**src/rtl/adc_scan_sequencer.sv**
```systemverilog
// -----------------------------------------------------------------------------
// adc_scan_sequencer
//
// Purpose:
//   Walks the enabled channels of a shared 4-channel ADC each time a scan
//   trigger edge arrives. Channels are serviced from lowest to highest index.
//   Each channel gets a one-cycle conversion request. The sequencer then waits
//   for the ADC data-ready edge, or for TIMEOUT cycles, before it moves on.
//
// Ports:
//   clk_i          in   1   system clock, rising edge
//   reset_i        in   1   synchronous active-high reset
//   syncro_i       in   1   scan trigger (rising edge starts a scan)
//   ch_mask_i      in   4   channel enable mask, latched at scan start
//   adc_data_req_o out  1   one-cycle conversion request
//   adc_ch_o       out  2   channel being converted
//   adc_data_rdy_i in   1   ADC data-ready (rising edge = sample valid)
//   adc_data_i     in  12   ADC sample, two's complement
//   data_o         out 12   last captured sample
//   ch_o           out  2   channel tag for data_o / timeout_o
//   data_rdy_o     out  1   one-cycle strobe, new sample on data_o
//   timeout_o      out  1   one-cycle strobe, channel ch_o timed out
//   busy_o         out  1   scan in progress
//   overrun_o      out  1   one-cycle strobe, trigger ignored while busy
// -----------------------------------------------------------------------------
module adc_scan_sequencer #(
  parameter int TIMEOUT = 64
) (
  input  logic        clk_i,
  input  logic        reset_i,
  input  logic        syncro_i,
  input  logic [3:0]  ch_mask_i,
  output logic        adc_data_req_o,
  output logic [1:0]  adc_ch_o,
  input  logic        adc_data_rdy_i,
  input  logic [11:0] adc_data_i,
  output logic [11:0] data_o,
  output logic [1:0]  ch_o,
  output logic        data_rdy_o,
  output logic        timeout_o,
  output logic        busy_o,
  output logic        overrun_o
);

  localparam int CW = (TIMEOUT > 1) ? $clog2(TIMEOUT) : 1;
  localparam logic [CW-1:0] CNT_MAX = CW'(TIMEOUT - 1);
  localparam logic [CW-1:0] CNT_ONE = CW'(1);

  typedef enum logic [1:0] {
    S_IDLE = 2'd0,
    S_REQ  = 2'd1,
    S_WAIT = 2'd2
  } state_t;

  state_t        r_state;
  logic [3:0]    r_mask;
  logic [CW-1:0] r_cnt;
  logic          r_sync_d;
  logic          r_rdy_d;
  logic          r_req;
  logic [1:0]    r_adc_ch;
  logic [11:0]   r_data;
  logic [1:0]    r_ch_out;
  logic          r_data_rdy;
  logic          r_timeout;
  logic          r_busy;
  logic          r_overrun;

  state_t        w_state_nxt;
  logic [3:0]    w_mask_nxt;
  logic [3:0]    w_mask_left;
  logic [CW-1:0] w_cnt_nxt;
  logic          w_req_nxt;
  logic [1:0]    w_adc_ch_nxt;
  logic [11:0]   w_data_nxt;
  logic [1:0]    w_ch_out_nxt;
  logic          w_data_rdy_nxt;
  logic          w_timeout_nxt;
  logic          w_overrun_nxt;
  logic          w_done;
  logic          w_sync_edge;
  logic          w_rdy_edge;

  // Priority encoder: index of the lowest set bit (mask assumed non-zero).
  function automatic logic [1:0] lowestBit(input logic [3:0] m);
    if (m[0])      return 2'd0;
    else if (m[1]) return 2'd1;
    else if (m[2]) return 2'd2;
    else           return 2'd3;
  endfunction

  assign w_sync_edge = syncro_i & ~r_sync_d;
  assign w_rdy_edge  = adc_data_rdy_i & ~r_rdy_d;
  assign w_mask_left = r_mask & ~(4'b0001 << r_adc_ch);

  // Next-state and next-output logic. Every output is computed here and
  // registered below, so the ports never glitch. A finished channel goes
  // straight to the next request, which gives the capture-to-request latency
  // of one cycle.
  always_comb begin
    w_state_nxt    = r_state;
    w_mask_nxt     = r_mask;
    w_cnt_nxt      = r_cnt;
    w_req_nxt      = 1'b0;
    w_adc_ch_nxt   = r_adc_ch;
    w_data_nxt     = r_data;
    w_ch_out_nxt   = r_ch_out;
    w_data_rdy_nxt = 1'b0;
    w_timeout_nxt  = 1'b0;
    w_done         = 1'b0;
    w_overrun_nxt  = w_sync_edge && (r_state != S_IDLE);

    case (r_state)
      S_IDLE: begin
        if (w_sync_edge && (ch_mask_i != 4'b0000)) begin
          w_mask_nxt   = ch_mask_i;
          w_adc_ch_nxt = lowestBit(ch_mask_i);
          w_req_nxt    = 1'b1;
          w_state_nxt  = S_REQ;
        end
      end
      S_REQ: begin
        w_cnt_nxt   = '0;
        w_state_nxt = S_WAIT;
      end
      S_WAIT: begin
        // A data-ready edge takes priority over an expiring timeout.
        if (w_rdy_edge) begin
          w_data_nxt     = adc_data_i;
          w_ch_out_nxt   = r_adc_ch;
          w_data_rdy_nxt = 1'b1;
          w_done         = 1'b1;
        end else if (r_cnt == CNT_MAX) begin
          w_ch_out_nxt  = r_adc_ch;
          w_timeout_nxt = 1'b1;
          w_done        = 1'b1;
        end else begin
          w_cnt_nxt = r_cnt + CNT_ONE;
        end
        if (w_done) begin
          w_mask_nxt = w_mask_left;
          if (w_mask_left != 4'b0000) begin
            w_adc_ch_nxt = lowestBit(w_mask_left);
            w_req_nxt    = 1'b1;
            w_state_nxt  = S_REQ;
          end else begin
            w_state_nxt = S_IDLE;
          end
        end
      end
      default: w_state_nxt = S_IDLE;
    endcase
  end

  // State and output registers, all cleared by the synchronous reset.
  always_ff @(posedge clk_i) begin
    if (reset_i) begin
      r_state    <= S_IDLE;
      r_mask     <= '0;
      r_cnt      <= '0;
      r_sync_d   <= 1'b0;
      r_rdy_d    <= 1'b0;
      r_req      <= 1'b0;
      r_adc_ch   <= '0;
      r_data     <= '0;
      r_ch_out   <= '0;
      r_data_rdy <= 1'b0;
      r_timeout  <= 1'b0;
      r_busy     <= 1'b0;
      r_overrun  <= 1'b0;
    end else begin
      r_state    <= w_state_nxt;
      r_mask     <= w_mask_nxt;
      r_cnt      <= w_cnt_nxt;
      r_sync_d   <= syncro_i;
      r_rdy_d    <= adc_data_rdy_i;
      r_req      <= w_req_nxt;
      r_adc_ch   <= w_adc_ch_nxt;
      r_data     <= w_data_nxt;
      r_ch_out   <= w_ch_out_nxt;
      r_data_rdy <= w_data_rdy_nxt;
      r_timeout  <= w_timeout_nxt;
      r_busy     <= (w_state_nxt != S_IDLE);
      r_overrun  <= w_overrun_nxt;
    end
  end

  assign adc_data_req_o = r_req;
  assign adc_ch_o       = r_adc_ch;
  assign data_o         = r_data;
  assign ch_o           = r_ch_out;
  assign data_rdy_o     = r_data_rdy;
  assign timeout_o      = r_timeout;
  assign busy_o         = r_busy;
  assign overrun_o      = r_overrun;

endmodule

```
**config.mk**
```make
export PLATFORM = sky130hd
export DESIGN_NAME = adc_scan_sequencer
export DESIGN_NICKNAME = d
export VERILOG_FILES = /design/src/rtl/adc_scan_sequencer.sv
export SDC_FILE = /design/constraint.sdc
export NUM_CORES = 1
export LEC_CHECK = 0
export CORE_UTILIZATION = 50
export CTS_CLUSTER_SIZE = 8
export DETAILED_ROUTE_END_ITERATION = 8
export HOLD_SLACK_MARGIN = 0.03
export PLACE_DENSITY = 0.88
export RECOVER_POWER = 50
export SLEW_MARGIN = 15
export SYNTH_ARGS = -nofsm -noshare
export SYNTH_HDL_FRONTEND = slang
export SYNTH_SLANG_ARGS = --single-unit
```
**constraint.sdc**
```tcl
create_clock -name clk_i -period 2.7 [get_ports clk_i]
set_input_delay 0.675 -clock clk_i [delete_from_list [all_inputs] [get_ports clk_i]]
set_output_delay 0.675 -clock clk_i [all_outputs]
set_load 0.01 [all_outputs]
```
==> results.yml, run 1 <==
place:
  post-place-ws_ns: 0.347
  hpwl_microns: 2390
  portBuffers: 40
  place.gp.congestion: 0.918
  dpl-instance-area_sq_um: 1910
yosys:
  avgSynthCellArea_sq_um: 8.69
  synth_fa_ha_area_frac: 0.0160
  synth_ff_type: "dfxtp_1"
  synth_top_family_by_area: "simple AND/OR/NAND/NOR gates"
  synth.area.mux_share: 0.0370
  syn_area_sq_um: 1490
  async_flop_share: 0
  synth_cells: 171
  yosys.area.top_type: "dfxtp_1"
  synth_seq_area_share: 0.471
  ys_ff_latch: 35
  synth_commonest_cells: "dfxtp_1 (35), nand2_1 (34), a21oi_1 (23), nor2_1 (15)"
  mappedNetlistNets: 192
  synth_most_common_cell: "dfxtp_1"
  yosys.area_share.simple: 0.233
  synth_edf_count: 0
  synth-compound-area-share: 0.188
  synth_cell_types: 41
  yosys.area.top_type_share: 0.471
  synth_xor_area_frac: 0.0236
  yosysWarnings: 0
  synth_area_leaders: "dfxtp_1 (47%), nand2_1 (8.6%), a21oi_1 (7.7%)"
worst_hold_path:
  hold_path_class: "reg -> reg"
critical_path:
  cp_max_fo: 26
  critical_path_class: "in -> reg"
  cp-end-kind: "flip-flop"
  start_kind: "primary input"
  arrival_ns: 2.54
  required_ns: 2.94
clocking:
  ctsHtreeMaxLevel: 2
  clk_pin_slew_ns: 0.11
  cts_root_buf: "clkbuf_4"
  insertion_delay_ns: 0.34
  cts_tree: "yes"
  clk_path_buf_depth: 2
  numCtsBuffers: 5
  ctsResizeCount: 0
  cts.sinks: 35
  post_cts.repair.setup_buffers: 0
  cts_hold_buf: 0
detailed_routing:
  drt-initial-drc-count: 34
  drtAntennaViolNets: 0
  num_vias: 1326
  via_per_inst: 5.41
  first_pass_iters: 4
  wl_microns: 3280
  drc: 0
  wl_per_cell_microns: 13.4
power_and_ir_drop:
  p_per_area_nw_per_um2: 582
  irDropWorstVdd_mv: 0.563
  leakage_nw: 0.686
sta:
  post-route-min-period_ns: 2.30
  slew_headroom: 0.243
  worstMarginPinSlew_ns: 1.14
  fin_skew_ns: 0.0123
  slew_violations: 0
  rsz0062_at_grt: "no"
  layout_setup_ws_ns: 0.402
  setup_tns_ns: 0
  finalCritPeriodShare: 0.851
  max_freq_mhz: 435
  timing.final.hold_violations: 0
  setup_viol: 0
floorplanning:
  dieWidth_microns: 56.5
  fp-row-count: 19
  io_pins: 41
  core_sq_um: 2780
  die_h_microns: 56.5
  initial_core_util: 0.534
  dieArea_sq_um: 3200
global_route:
  gr-total-overflow: 0
  grt_usage: 0.224
  antenna_found_initial: 0
  grt_pass1_wl_microns: 5520
  grt_max_degree: 27
  grt_pass1_vias: 1318
final_layout:
  antennaDiodeCount: 0
  fin_nets: 234
  stdcell_area_sq_um: 1990
  area_delta_synth_final_pct: 33.9
  drive_above_1_share: 0.0841
  final_util: 0.716
  n_fill_cell: 215
status:
  outcome: "finished, final reports clean"
job:
  max_cap_violations: 0
cell type report:
| cell class | instances | area, sq um | share of cell area |
|---|---|---|---|
| Multi-Input combinational cell | 125 | 719 | 0.361 |
| Inverter | 3 | 11.3 | 0.00566 |
| Clock buffer | 6 | 41.3 | 0.0207 |
| Timing Repair Buffer | 43 | 419 | 0.211 |
| Sequential cell | 35 | 701 | 0.352 |
| Tap cell | 31 | 38.8 | 0.0195 |
| Clock inverter | 2 | 60.1 | 0.0302 |
per-layer routing:
layer	global-route usage	share of wire	vias up
met1	0.260	0.45	625
met5	0	0	-
met2	0.383	0.50	25
met4	0.0801	0.014	0
met3	0.0737	0.036	6
li1	-	-	670
path summary, 6_finish.rpt:
kind                                            start                  endpoint  slack, ns  depth (start not counted)
worst max register to register  r_state[1]$_SDFF_PP0_     r_cnt[5]$_SDFFE_PP0P_       0.77                          5
worst min register to register    r_sync_d$_SDFF_PP0_      overrun_o$_SDFF_PP0_       0.46                          1
worst min-delay path              r_sync_d$_SDFF_PP0_      overrun_o$_SDFF_PP0_       0.46                          1
worst max-delay path                          reset_i  adc_ch_o[1]$_SDFFE_PP0P_       0.40                          4
worst max-delay path: stages:
cell and delay (ns):
dlygate4sd3_1 0.59, clkbuf_1 0.86, nor2_1 0.11, mux2_4 0.30
flip-flops by register name, summed over array words and instances, names as in the netlist:
signal / cells
data_o: 12
r_cnt: 6
r_mask: 4
adc_ch_o: 2
ch_o: 2
r_state: 2
adc_data_req_o: 1
busy_o: 1
data_rdy_o: 1
overrun_o: 1
r_rdy_d: 1
r_sync_d: 1
timeout_o: 1
placed cells by master (no fill, tap or decap), drive strengths merged, types with 2 or more instances in the layout:
cell,instances
nand2b,3
o21ai,6
nor3,3
dfxtp,35
nor4,2
clkdlybuf4s50,39
nand3,4
xnor2,4
a211oi,2
o21a,2
and2,2
buf,2
nor2,15
nand2,34
inv,3
mux2i,4
nor2b,4
bufinv,2
a21oi,25
clkbuf,7
power breakdown:
part	switching (W)	internal (W)	total [W]
clock network	0.000182	0.000289	0.000471
logic	0.0000648	0.0000725	0.000137
registers	0.0000167	0.000533	0.000550
through the flow:
stage | hold WS [ns] | total power, W | instances
after global placement | 0.440 | 0.000695 | 237
after floorplan | 0.390 | 0.000636 | 171
after global routing | 0.474 | 0.00120 | 245
after CTS | 0.460 | 0.00116 | 245
after detailed placement | 0.435 | 0.000700 | 237
final | 0.456 | 0.00116 | 245
kinds of logic (layout without fill, tap and decap cells):
| family | count (synthesis) | count (layout) |
|---|---|---|
| compound gates | 42 | 42 |
| xor+xnor | 4 | 4 |
| flops | 35 | 35 |
| simple gates | 72 | 72 |
| mux | 5 | 5 |
| fa+ha+maj | 2 | 2 |
| buf+inv | 11 | 54 |
(Power assumes the default switching activity.)
==> run 2: changes to the inputs <==
--- a/config.mk
+++ b/config.mk
@@ -8,6 +8,7 @@
 export CORE_UTILIZATION = 50
 export CTS_CLUSTER_SIZE = 8
 export DETAILED_ROUTE_END_ITERATION = 8
+export GPL_TIMING_DRIVEN = 0
 export HOLD_SLACK_MARGIN = 0.03
 export PLACE_DENSITY = 0.88
 export RECOVER_POWER = 50
==> run 2 against run 1 <==
  * Combinational power rose by 3%
  * Cell count rose by 2.0%
  * Setup slack improved by 0.098 ns
  * Fmax rose by 4.5%
  * Non-clock buffer count rose by 5
  * Power fell by 17%
  * Flip-flop and latch count did not move
  * Sequential power fell by 0.7%
  * Sequential share of layout area rose by 0.61 points
  * Global-route usage rose by 1.2 points
  * Cell area fell by 1.7%
  * Clock skew fell by 0.0078 ns
==> results.yml, run 2 (synthesis results as in run 1) <==
status:
  outcome: "finished, final reports clean"
floorplanning:
  dieArea_sq_um: 3200
  die_h_microns: 56.5
  core_sq_um: 2780
  initial_core_util: 0.534
  io_pins: 41
  dieWidth_microns: 56.5
  fp-row-count: 19
power_and_ir_drop:
  p_sw_w: 0.000261
  switching_share: 0.270
  irDropWorstVdd_mv: 0.453
  internal_power_w: 0.000705
  leakage_nw: 0.677
  pwr-share-clk: 0.288
  seqPwrFrac: 0.565
  p_total_w: 0.000966
  p_per_area_nw_per_um2: 494
  p_comb_frac: 0.146
global_route:
  antenna_found_initial: 0
  gr-total-overflow: 0
  grt_pass1_wl_microns: 5790
  grt_pass1_vias: 1287
  grt_max_degree: 12
  grt_usage: 0.236
clocking:
  insertion_delay_ns: 0.34
  cts_hold_buf: 0
  numCtsBuffers: 5
  post_cts.repair.setup_buffers: 0
  ctsResizeCount: 0
  cts_tree: "yes"
  cts.sinks: 35
  clk_pin_slew_ns: 0.11
  clk_path_buf_depth: 2
  ctsHtreeMaxLevel: 2
  cts_root_buf: "clkbuf_4"
final_layout:
  final_common_cell: "clkdlybuf4s50_1"
  drive_above_1_share: 0.0868
  antennaDiodeCount: 0
  n_fill_cell: 223
  final_util: 0.704
  fin_nets: 239
  stdcell_area_sq_um: 1960
  area_delta_synth_final_pct: 31.7
  largest_reg_flops: 12
  layout_common_cells: "clkdlybuf4s50_1 (36), dfxtp_1 (35), nand2_1 (34), a21oi_1 (23), nor2_1 (15)"
critical_path:
  cp_max_fo: 6
  cp_cell_sequence: "clkdlybuf4s50_1 > nor4_1 > and4bb_2 > a21oi_4 > mux2_4"
  critPathTopFamily: "simple AND/OR/NAND/NOR gates"
  arrival_ns: 2.44
  r2r-start: "r_cnt[0]$_SDFFE_PP0P_"
  start_kind: "primary input"
  ff2ff_setup_slack_ns: 0.95
  cp-end-kind: "flip-flop"
  path_buf_inv: 1
  cp_slowest_cell: "clkdlybuf4s50_1"
  required_ns: 2.94
  reg2reg_to: "r_cnt[1]$_SDFFE_PP0P_"
  cpPeakStageDelay_ns: 0.48
  critical_path_class: "in -> reg"
  rr_worst_depth: 6
place:
  portBuffers: 40
  post-place-ws_ns: 0.187
  dpl-instance-area_sq_um: 1930
  place.gp.congestion: 0.906
  hpwl_microns: 2610
detailed_routing:
  via_per_inst: 5.50
  drt-initial-drc-count: 53
  num_vias: 1374
  wl_met2_microns: 1740
  wl_microns: 3480
  highest_layer: "met4"
  drtAntennaViolNets: 0
  wl_per_cell_microns: 13.9
  drc: 0
  first_pass_iters: 4
  wl_met3_microns: 203
  wl_met1_microns: 1450
sta:
  timing.final.hold_violations: 0
  setup_viol: 0
  max_freq_mhz: 455
  rsz0062_at_grt: "no"
  fin_skew_ns: 0.00443
  post-route-min-period_ns: 2.20
  finalCritPeriodShare: 0.815
  slew_violations: 0
  setup_tns_ns: 0
  slew_headroom: 0.702
  layout_setup_ws_ns: 0.500
  worstMarginPinSlew_ns: 0.447
worst_hold_path:
  holdPathStages: 1
  min_to: "overrun_o$_SDFF_PP0_"
  hold_path_class: "reg -> reg"
  min_from: "r_sync_d$_SDFF_PP0_"
job:
  max_cap_violations: 0
-- run 2: area by class of cell --
class,instances,area [sq um],area share
Multi-Input combinational cell,125,718,0.367
Sequential cell,35,701,0.358
Timing Repair Buffer,40,400,0.205
Clock buffer,6,41.3,0.0211
Tap cell,31,38.8,0.0198
Buffer,8,33.8,0.0173
Clock inverter,2,12.5,0.00639
Inverter,3,11.3,0.00575
-- run 2: layer usage --
layer | track usage | vias up
met3 | 0.0806 | 12
met1 | 0.275 | 641
met5 | 0 | -
met4 | 0.101 | 0
li1 | - | 676
met2 | 0.393 | 45
-- run 2: how the worst max path moves through the flow --
stage            startpoint                  endpoint  cells after the start
2_1_floorplan  ch_mask_i[0]  adc_ch_o[1]$_SDFFE_PP0P_                      4
3_5_place_dp   ch_mask_i[0]  adc_ch_o[1]$_SDFFE_PP0P_                      5
6_report       ch_mask_i[0]  adc_ch_o[1]$_SDFFE_PP0P_                      5
5_1_grt        ch_mask_i[0]  adc_ch_o[1]$_SDFFE_PP0P_                      5
4_1_cts        ch_mask_i[0]  adc_ch_o[1]$_SDFFE_PP0P_                      5
3_3_place_gp   ch_mask_i[0]  adc_ch_o[1]$_SDFFE_PP0P_                      5
-- run 2: per-stage QoR --
step	hold slack (ns)	std cells
floorplan	0.390	171
global placement	0.409	242
detailed placement	0.424	242
CTS	0.434	250
global route	0.464	250
finish	0.432	250
-- run 2: power by group through the flow --
stage               Combinational [W]  Clock [W]  Sequential (W)
floorplan                   0.0000765          0        0.000559
global placement             0.000139          0        0.000557
detailed placement           0.000144          0        0.000558
CTS                          0.000145   0.000282        0.000546
global route                 0.000152   0.000307        0.000549
finish                       0.000141   0.000279        0.000546
